$ cat config.mk
export PLATFORM = sky130hd
export DESIGN_NAME = bg_layer_renderer_flat
export DESIGN_NICKNAME = d
export VERILOG_FILES = /design/src/rtl/bg_layer_pkg.sv /design/src/rtl/bg_layer_renderer_if.sv /design/src/rtl/bg_palette.sv /design/src/rtl/bg_layer_renderer.sv /design/src/flat_wrapper.sv
export SDC_FILE = /design/constraint.sdc
export NUM_CORES = 1
export LEC_CHECK = 0
export CAP_MARGIN = 20
export CORE_UTILIZATION = 60
export DETAILED_ROUTE_END_ITERATION = 8
export DONT_BUFFER_PORTS = 1
export GPL_ROUTABILITY_DRIVEN = 1
export PLACE_DENSITY = 0.81
export SLEW_MARGIN = 10
export SYNTH_ARGS = -nofsm -noshare
export SYNTH_HDL_FRONTEND = slang
export SYNTH_SLANG_ARGS = --single-unit
$ cat constraint.sdc
create_clock -name vga_clk -period 3.5 [get_ports vga_clk]
set_input_delay 0.35 -clock vga_clk [delete_from_list [all_inputs] [get_ports vga_clk]]
set_output_delay 0.35 -clock vga_clk [all_outputs]
set_load 0.02 [all_outputs]
$ cat src/rtl/bg_layer_pkg.sv
// bg_layer_pkg: shared types, defaults and helpers for the background layer renderer
package bg_layer_pkg;
    typedef struct packed {
        logic [3:0] r;
        logic [3:0] g;
        logic [3:0] b;
    } rgb444_t;
    localparam int KEY_INDEX_DEF = 0;
    function automatic int addr_w(input int w_log2, input int h_log2);
        return w_log2 + h_log2;
    endfunction
endpackage

$ cat src/rtl/bg_layer_renderer_if.sv
// bg_layer_renderer_if: pixel, configuration, ROM and palette signals of the background layer
interface bg_layer_renderer_if import bg_layer_pkg::*; #(
    parameter int IMG_W_LOG2 = 5,
    parameter int IMG_H_LOG2 = 5,
    parameter int IDX_W      = 4
);
    localparam int AW = addr_w(IMG_W_LOG2, IMG_H_LOG2);
    logic [9:0]            DrawX;
    logic [9:0]            DrawY;
    logic                  blank;
    logic [9:0]            org_x;
    logic [9:0]            org_y;
    logic [IMG_W_LOG2-1:0] scroll_x;
    logic [IMG_H_LOG2-1:0] scroll_y;
    logic                  wrap;
    logic [AW-1:0]         rom_addr;
    logic [IDX_W-1:0]      rom_q;
    logic                  pal_we;
    logic [IDX_W-1:0]      pal_waddr;
    logic [11:0]           pal_wdata;
    logic [3:0]            red;
    logic [3:0]            green;
    logic [3:0]            blue;
    logic                  opaque;
    modport slave (
        input  DrawX, DrawY, blank, org_x, org_y, scroll_x, scroll_y, wrap,
        input  rom_q, pal_we, pal_waddr, pal_wdata,
        output rom_addr, red, green, blue, opaque
    );
    modport master (
        output DrawX, DrawY, blank, org_x, org_y, scroll_x, scroll_y, wrap,
        output rom_q, pal_we, pal_waddr, pal_wdata,
        input  rom_addr, red, green, blue, opaque
    );
endinterface

$ cat src/rtl/bg_palette.sv
// bg_palette: RGB444 register file with synchronous write and combinational read
module bg_palette import bg_layer_pkg::*; #(
    parameter int IDX_W = 4
) (
    input  logic             vga_clk,
    input  logic             reset,
    input  logic             i_we,
    input  logic [IDX_W-1:0] i_waddr,
    input  logic [11:0]      i_wdata,
    input  logic [IDX_W-1:0] i_raddr,
    output rgb444_t          o_rdata
);
    logic [11:0] r_mem [2**IDX_W];
    always_ff @(posedge vga_clk) begin
        if (reset) r_mem <= '{default: '0};
        else if (i_we) r_mem[i_waddr] <= i_wdata;
    end
    assign o_rdata = r_mem[i_raddr];
endmodule

$ cat src/rtl/bg_layer_renderer.sv
// bg_layer_renderer: 3-stage scaled/scrolled background layer with palette and transparency key
module bg_layer_renderer import bg_layer_pkg::*; #(
    parameter int IMG_W_LOG2  = 5,
    parameter int IMG_H_LOG2  = 5,
    parameter int SCALE_SHIFT = 4,
    parameter int IDX_W       = 4,
    parameter int KEY_INDEX   = KEY_INDEX_DEF,
    parameter int V_ACTIVE    = 480
) (
    input logic vga_clk,
    input logic reset,
    bg_layer_renderer_if.slave bus
);
    localparam int AW = addr_w(IMG_W_LOG2, IMG_H_LOG2);
    logic [9:0]            r_ox, r_oy;
    logic [IMG_W_LOG2-1:0] r_sx;
    logic [IMG_H_LOG2-1:0] r_sy;
    logic                  r_wr;
    logic [9:0]            w_rx, w_ry, w_tx, w_ty;
    logic                  w_inr, w_hit;
    logic [IMG_W_LOG2-1:0] w_u;
    logic [IMG_H_LOG2-1:0] w_v;
    logic [AW-1:0]         r_rom_addr;
    logic                  r_blank_d1, r_inr_d1, r_blank_d2, r_inr_d2, r_opaque;
    rgb444_t               r_rgb, w_pal;
    assign w_rx = bus.DrawX - r_ox;
    assign w_ry = bus.DrawY - r_oy;
    assign w_tx = w_rx >> SCALE_SHIFT;
    assign w_ty = w_ry >> SCALE_SHIFT;
    // range test uses the untruncated texel coordinate so clamp mode stops at the image edge
    assign w_inr = r_wr | (bus.DrawX >= r_ox && bus.DrawY >= r_oy &&
                           {1'b0, w_tx} < (11'd1 << IMG_W_LOG2) &&
                           {1'b0, w_ty} < (11'd1 << IMG_H_LOG2));
    assign w_u = w_tx[IMG_W_LOG2-1:0] + r_sx;
    assign w_v = w_ty[IMG_H_LOG2-1:0] + r_sy;
    assign w_hit = r_blank_d2 && r_inr_d2 && bus.rom_q != IDX_W'(KEY_INDEX);
    bg_palette #(.IDX_W(IDX_W)) u_pal (
        .vga_clk (vga_clk),
        .reset   (reset),
        .i_we    (bus.pal_we),
        .i_waddr (bus.pal_waddr),
        .i_wdata (bus.pal_wdata),
        .i_raddr (bus.rom_q),
        .o_rdata (w_pal)
    );
    always_ff @(posedge vga_clk) begin
        if (reset) begin
            r_ox <= '0;
            r_oy <= '0;
            r_sx <= '0;
            r_sy <= '0;
            r_wr <= 1'b0;
        end else if (bus.DrawX == 10'd0 && bus.DrawY == 10'(V_ACTIVE)) begin
            r_ox <= bus.org_x;
            r_oy <= bus.org_y;
            r_sx <= bus.scroll_x;
            r_sy <= bus.scroll_y;
            r_wr <= bus.wrap;
        end
    end
    always_ff @(posedge vga_clk) begin
        if (reset) begin
            r_rom_addr <= '0;
            r_blank_d1 <= 1'b0;
            r_inr_d1   <= 1'b0;
            r_blank_d2 <= 1'b0;
            r_inr_d2   <= 1'b0;
            r_opaque   <= 1'b0;
            r_rgb      <= '0;
        end else begin
            r_rom_addr <= {w_v, w_u};
            r_blank_d1 <= bus.blank;
            r_inr_d1   <= w_inr;
            r_blank_d2 <= r_blank_d1;
            r_inr_d2   <= r_inr_d1;
            r_opaque   <= w_hit;
            r_rgb      <= w_hit ? w_pal : '0;
        end
    end
    assign bus.rom_addr = r_rom_addr;
    assign bus.red      = r_rgb.r;
    assign bus.green    = r_rgb.g;
    assign bus.blue     = r_rgb.b;
    assign bus.opaque   = r_opaque;
endmodule

$ cat src/flat_wrapper.sv
// flat-port wrapper written by rule: the top's interface ports become plain ports
module bg_layer_renderer_flat import bg_layer_pkg::*;
#(
    parameter int IMG_W_LOG2  = 5,
    parameter int IMG_H_LOG2  = 5,
    parameter int SCALE_SHIFT = 4,
    parameter int IDX_W       = 4,
    parameter int KEY_INDEX   = KEY_INDEX_DEF,
    parameter int V_ACTIVE    = 480
)
  (vga_clk, reset, bus_DrawX, bus_DrawY, bus_blank, bus_org_x, bus_org_y, bus_scroll_x, bus_scroll_y, bus_wrap, bus_rom_q, bus_pal_we, bus_pal_waddr, bus_pal_wdata, bus_rom_addr, bus_red, bus_green, bus_blue, bus_opaque);
  bg_layer_renderer_if #(.IMG_W_LOG2(IMG_W_LOG2), .IMG_H_LOG2(IMG_H_LOG2), .IDX_W(IDX_W)) bus_i ();
  input logic vga_clk;
  input logic reset;
  input wire logic [$bits(bus_i.DrawX)-1:0] bus_DrawX;
  input wire logic [$bits(bus_i.DrawY)-1:0] bus_DrawY;
  input wire logic [$bits(bus_i.blank)-1:0] bus_blank;
  input wire logic [$bits(bus_i.org_x)-1:0] bus_org_x;
  input wire logic [$bits(bus_i.org_y)-1:0] bus_org_y;
  input wire logic [$bits(bus_i.scroll_x)-1:0] bus_scroll_x;
  input wire logic [$bits(bus_i.scroll_y)-1:0] bus_scroll_y;
  input wire logic [$bits(bus_i.wrap)-1:0] bus_wrap;
  input wire logic [$bits(bus_i.rom_q)-1:0] bus_rom_q;
  input wire logic [$bits(bus_i.pal_we)-1:0] bus_pal_we;
  input wire logic [$bits(bus_i.pal_waddr)-1:0] bus_pal_waddr;
  input wire logic [$bits(bus_i.pal_wdata)-1:0] bus_pal_wdata;
  output wire logic [$bits(bus_i.rom_addr)-1:0] bus_rom_addr;
  output wire logic [$bits(bus_i.red)-1:0] bus_red;
  output wire logic [$bits(bus_i.green)-1:0] bus_green;
  output wire logic [$bits(bus_i.blue)-1:0] bus_blue;
  output wire logic [$bits(bus_i.opaque)-1:0] bus_opaque;
  assign bus_i.DrawX = bus_DrawX;
  assign bus_i.DrawY = bus_DrawY;
  assign bus_i.blank = bus_blank;
  assign bus_i.org_x = bus_org_x;
  assign bus_i.org_y = bus_org_y;
  assign bus_i.scroll_x = bus_scroll_x;
  assign bus_i.scroll_y = bus_scroll_y;
  assign bus_i.wrap = bus_wrap;
  assign bus_i.rom_q = bus_rom_q;
  assign bus_i.pal_we = bus_pal_we;
  assign bus_i.pal_waddr = bus_pal_waddr;
  assign bus_i.pal_wdata = bus_pal_wdata;
  assign bus_rom_addr = bus_i.rom_addr;
  assign bus_red = bus_i.red;
  assign bus_green = bus_i.green;
  assign bus_blue = bus_i.blue;
  assign bus_opaque = bus_i.opaque;
  bg_layer_renderer #(.IMG_W_LOG2(IMG_W_LOG2), .IMG_H_LOG2(IMG_H_LOG2), .SCALE_SHIFT(SCALE_SHIFT), .IDX_W(IDX_W), .KEY_INDEX(KEY_INDEX), .V_ACTIVE(V_ACTIVE)) u_core (.vga_clk(vga_clk), .reset(reset), .bus(bus_i));
endmodule
==> impl_summary.txt <==
----------------------------------------------------
[Synth]
  Post-synthesis instance total ... 1134
  Cell variety after synth ... 42
  Area fraction in compound gates after synthesis ... 0.0642
  Share of synthesized area spent on multiplexers ... 0.247
  Post-Syn Area ... 11100 µm²
  Synth Register Bits ... 250
  Dominant combinational cell family by area after synthesis ... multiplexers
  Synth Area in XOR/XNOR ... 0.0142
  Number of enable flip-flop cells after synthesis ... 0
  Synthesis warning total ... 0
  Syn_area_per_cell ... 9.80 µm²
  Dominant synthesized flop cell ... sky130_fd_sc_hd__dfxtp_1
  Adder and majority cell fraction of the synthesized area ... 0.0351
  Simple-gate area share of the yosys netlist ... 0.148
  Async SR Flop Fraction ... 0
  Net count after synthesis ... 1239
  Share of synthesized area occupied by flip-flops and latches ... 0.450

[Floorplanning]
  Die height ... 138 µm
  Total core area ... 18100 µm²
  Number of rows created at floorplan ... 49
  Die area ... 19100 µm²
  Initial core utilization ... 0.614
  Horiz. Die Dim ... 138 µm
  Top-Level Pins ... 98

[Timing]
  Period Utilization, post-route ... 0.957
  RSZ-0062 raised after global routing ... no
  Fin. max-slew vios ... 0
  Worst-case clock skew ... 29.9 ps
  Minimum hold slack ... -28.1 ps
  Slew at the pin with the worst max-slew slack ... 1190 ps
  Tmin final ... 3350 ps
  Max-Slew Margin vs Limit ... 0.208
  Accumulated negative setup slack ... 0 ps
  Number of hold violations in the final report ... 1
  Maximum frequency from static timing analysis ... 0.299 GHz
  Number of endpoints failing setup at the final stage ... 0

[Critical path]
  Maximum fanout along the worst path ... 4
  Crit path cell chain ... inv_1, ha_1, a21oi_1, nand2_1, a21o_1, xor2_1, ha_1, fa_2, a21o_1, a21oi_2, xnor2_1, xnor2_1, nor2_1, dlygate4sd3_1
  Crit end category ... flop
  R2R setup slack ... 150 ps
  Largest incremental delay on the critical path ... 540 ps
  CP Data Arrival Time ... 3760 ps
  Worst endpoint required time ... 3910 ps
  FF-to-FF path depth ... 14
  Kind of critical path ... flop to flop
  Crit path max-delay cell type ... sky130_fd_sc_hd__dlygate4sd3_1
  Kind of launch point of the worst setup path ... flop

[Power and ir drop]
  Net switching power ... 1370 µW
  Clock power frac ... 0.468
  Part of the total power dissipated in combinational logic ... 0.057
  Switching fraction of total power ... 0.222
  Peak supply drop ... 0.000430 V
  Power density over cell area ... 477 nW/µm²
  Sequential cell fraction of total power ... 0.475
  Design internal power ... 4790 µW
  Static leakage ... 0.00482 µW

[GRT]
  Global-route wire length before repair ... 44200 µm
  Largest net degree at the start of global routing ... 183
  Overall overflow remaining after global route ... 0
  Number of antenna violations at the first check in global routing ... 1
  Tot GR Track Use ... 0.290
  Number of global-route vias before repair ... 8650

[Detailed routing]
  Final wirelength ... 27900 µm
  Total via count after detailed routing ... 8645
  Count of nets left with antenna violations after detail routing ... 0
  Number of DRC markers after the initial detailed-route iteration ... 866
  First-pass detailed-route iteration total ... 7
  Post-DR vias/cell ... 6.07
  Number of DRC violations after detailed routing ... 16
  Average wire length per cell after detail routing ... 19.6 µm

[Clocking]
  Clock latency at the later pin of the worst-skew pair ... 540 ps
  Number of buffers created by CTS ... 26
  CTS clk-pin slew, worst paths ... 60 ps
  H-tree levels ... 1
  CTS Root Cell ... sky130_fd_sc_hd__clkbuf_16
  Number of setup buffers added after CTS ... 0
  Clock sink total ... 250
  Max Buffers Root-to-Sink ... 3
  CTS tree ... built

[Finish]
  Post-Route Utilization ... 0.714
  Commonest non-fill, non-tap cells in the layout ... sky130_fd_sc_hd__dfxtp_1, sky130_fd_sc_hd__nand2_1, sky130_fd_sc_hd__nor2_1
  Commonest non-fill, non-tap cell in the layout ... sky130_fd_sc_hd__dfxtp_1
  NumNets Final ... 1283
  Summed area of non-filler cells in the final layout ... 12900 µm²
  Fraction of final layout cells sized beyond drive strength 1 ... 0.106
  Area added between synthesis and finish ... 16.2%

[Outcome]
  Status ... finished, violations left
  Violated checks ... DRC, hold timing

[Flow run]
  Maxcap violations ... 0

[Placed design]
  Post-DP Area ... 11200 µm²
  Half-perimeter wire length after placement ... 15700 µm
  Input/output buffers ... 0
  Final RePlAce weighted congestion ... 0.818

[Hold path]
  Hold Path Cell Cnt ... 2
  Hold WC Path Type ... input port to flop

----------------------------------------------------
-- synth_stat cells (3+ instances only) --
cell type,instances,share of area
sky130_fd_sc_hd__nand3b_1,3,0.0020
sky130_fd_sc_hd__nor3_1,7,0.0032
sky130_fd_sc_hd__nand3_1,18,0.0081
sky130_fd_sc_hd__nand2_1,169,0.057
sky130_fd_sc_hd__o21ai_0,5,0.0023
sky130_fd_sc_hd__clkbuf_1,54,0.018
sky130_fd_sc_hd__or3_1,3,0.0017
sky130_fd_sc_hd__a21oi_1,99,0.045
sky130_fd_sc_hd__buf_4,3,0.0020
sky130_fd_sc_hd__dfxtp_1,250,0.45
sky130_fd_sc_hd__buf_1,3,0.0010
sky130_fd_sc_hd__a21o_1,7,0.0047
sky130_fd_sc_hd__mux2i_1,139,0.13
sky130_fd_sc_hd__ha_1,28,0.032
sky130_fd_sc_hd__nand2b_1,5,0.0028
sky130_fd_sc_hd__inv_1,29,0.0098
sky130_fd_sc_hd__nor2_1,164,0.055
sky130_fd_sc_hd__buf_2,19,0.0086
sky130_fd_sc_hd__nor4_1,3,0.0017
sky130_fd_sc_hd__mux4_2,60,0.12
sky130_fd_sc_hd__a31oi_1,3,0.0017
sky130_fd_sc_hd__xnor2_1,15,0.012
sky130_fd_sc_hd__nor2b_1,20,0.011
sky130_fd_sc_hd__xor2_1,3,0.0024
-- metrics by stage --
step           hold WS [ps]  std cells  setup WS [ps]  total power [µW]
2_1_floorplan           414       1134            935              3260
3_3_place_gp            424       1297            873              3220
3_5_place_dp            432       1297            774              3230
4_1_cts               0.212       1423            214              6150
5_1_grt                6.40       1423           20.3              6310
6_report              -28.1       1424            150              6150
-- routing by layer --
layer	global-route usage	wire length [µm]	vias up
met2	0.526	14100	397
met5	0	0	-
li1	-	-	3972
met4	0.0970	815	0
met1	0.352	11000	4194
met3	0.0457	2110	82
-- state kept, by name (all words and copies together) (netlist names), 4 cells and up --
signal,flops
u_core.u_pal.r_mem,192
u_core.bus.rom_addr,10
u_core.r_ox,10
u_core.r_oy,10
u_core.r_sx,5
u_core.r_sy,5
u_core.bus.blue,4
u_core.bus.green,4
u_core.bus.red,4
-- what timing repair did --
action                                 in CTS  in global routing
hold buffers                               82                  0
endpoints found under the hold margin     236                  0
setup endpoints to repair                   0                  1
gates resized for setup                     0                  2
-- worst paths after layout --
kind | startpoint | endpoint
worst max register to register | u_core.r_oy[2] | u_core.bus.rom_addr[9]
worst min-delay path | bus_pal_wdata[9] | u_core.u_pal.r_mem[129]
worst max-delay path | u_core.r_oy[2] | u_core.bus.rom_addr[9]
worst min register to register | u_core.u_pal.r_mem[3] | u_core.u_pal.r_mem[3]
-- power by group through the flow --
stage / Sequential [µW] / Clock, µW / Combinational, µW
after global routing: 2920 / 3010 / 377
final: 2920 / 2880 / 353
after global placement: 2980 / 0 / 237
after detailed placement: 2980 / 0 / 243
after CTS: 2920 / 2890 / 343
after floorplan: 2970 / 0 / 282
-- logic make-up (layout without fill, tap and decap cells) --
logic type,count (synthesis),in the layout
simple gates,398,398
fa+ha+maj,30,30
mux,199,199
other cells,0,1
compound gates,129,129
xor+xnor,18,18
buf+inv,110,170
flops,250,250
-- final cells by class --
class	instances	area, µm²
Clock inverter	12	178
Antenna cell	1	2.50
Clock buffer	32	713
Multi-Input combinational cell	774	5660
Fill cell	1190	5180
Inverter	29	109
Sequential cell	250	5000
Tap cell	229	287
Timing Repair Buffer	97	951
-- critical path, delay by kind of cell, from the launching register on --
| family | cells | cell delay (ps) |
|---|---|---|
| fa+ha+maj | 3 | 900 |
| simple gates | 2 | 140 |
| buf+inv | 2 | 590 |
| xor+xnor | 3 | 450 |
| compound gates | 4 | 820 |
| flops | 1 | 340 |
(Power assumes the default switching activity.)
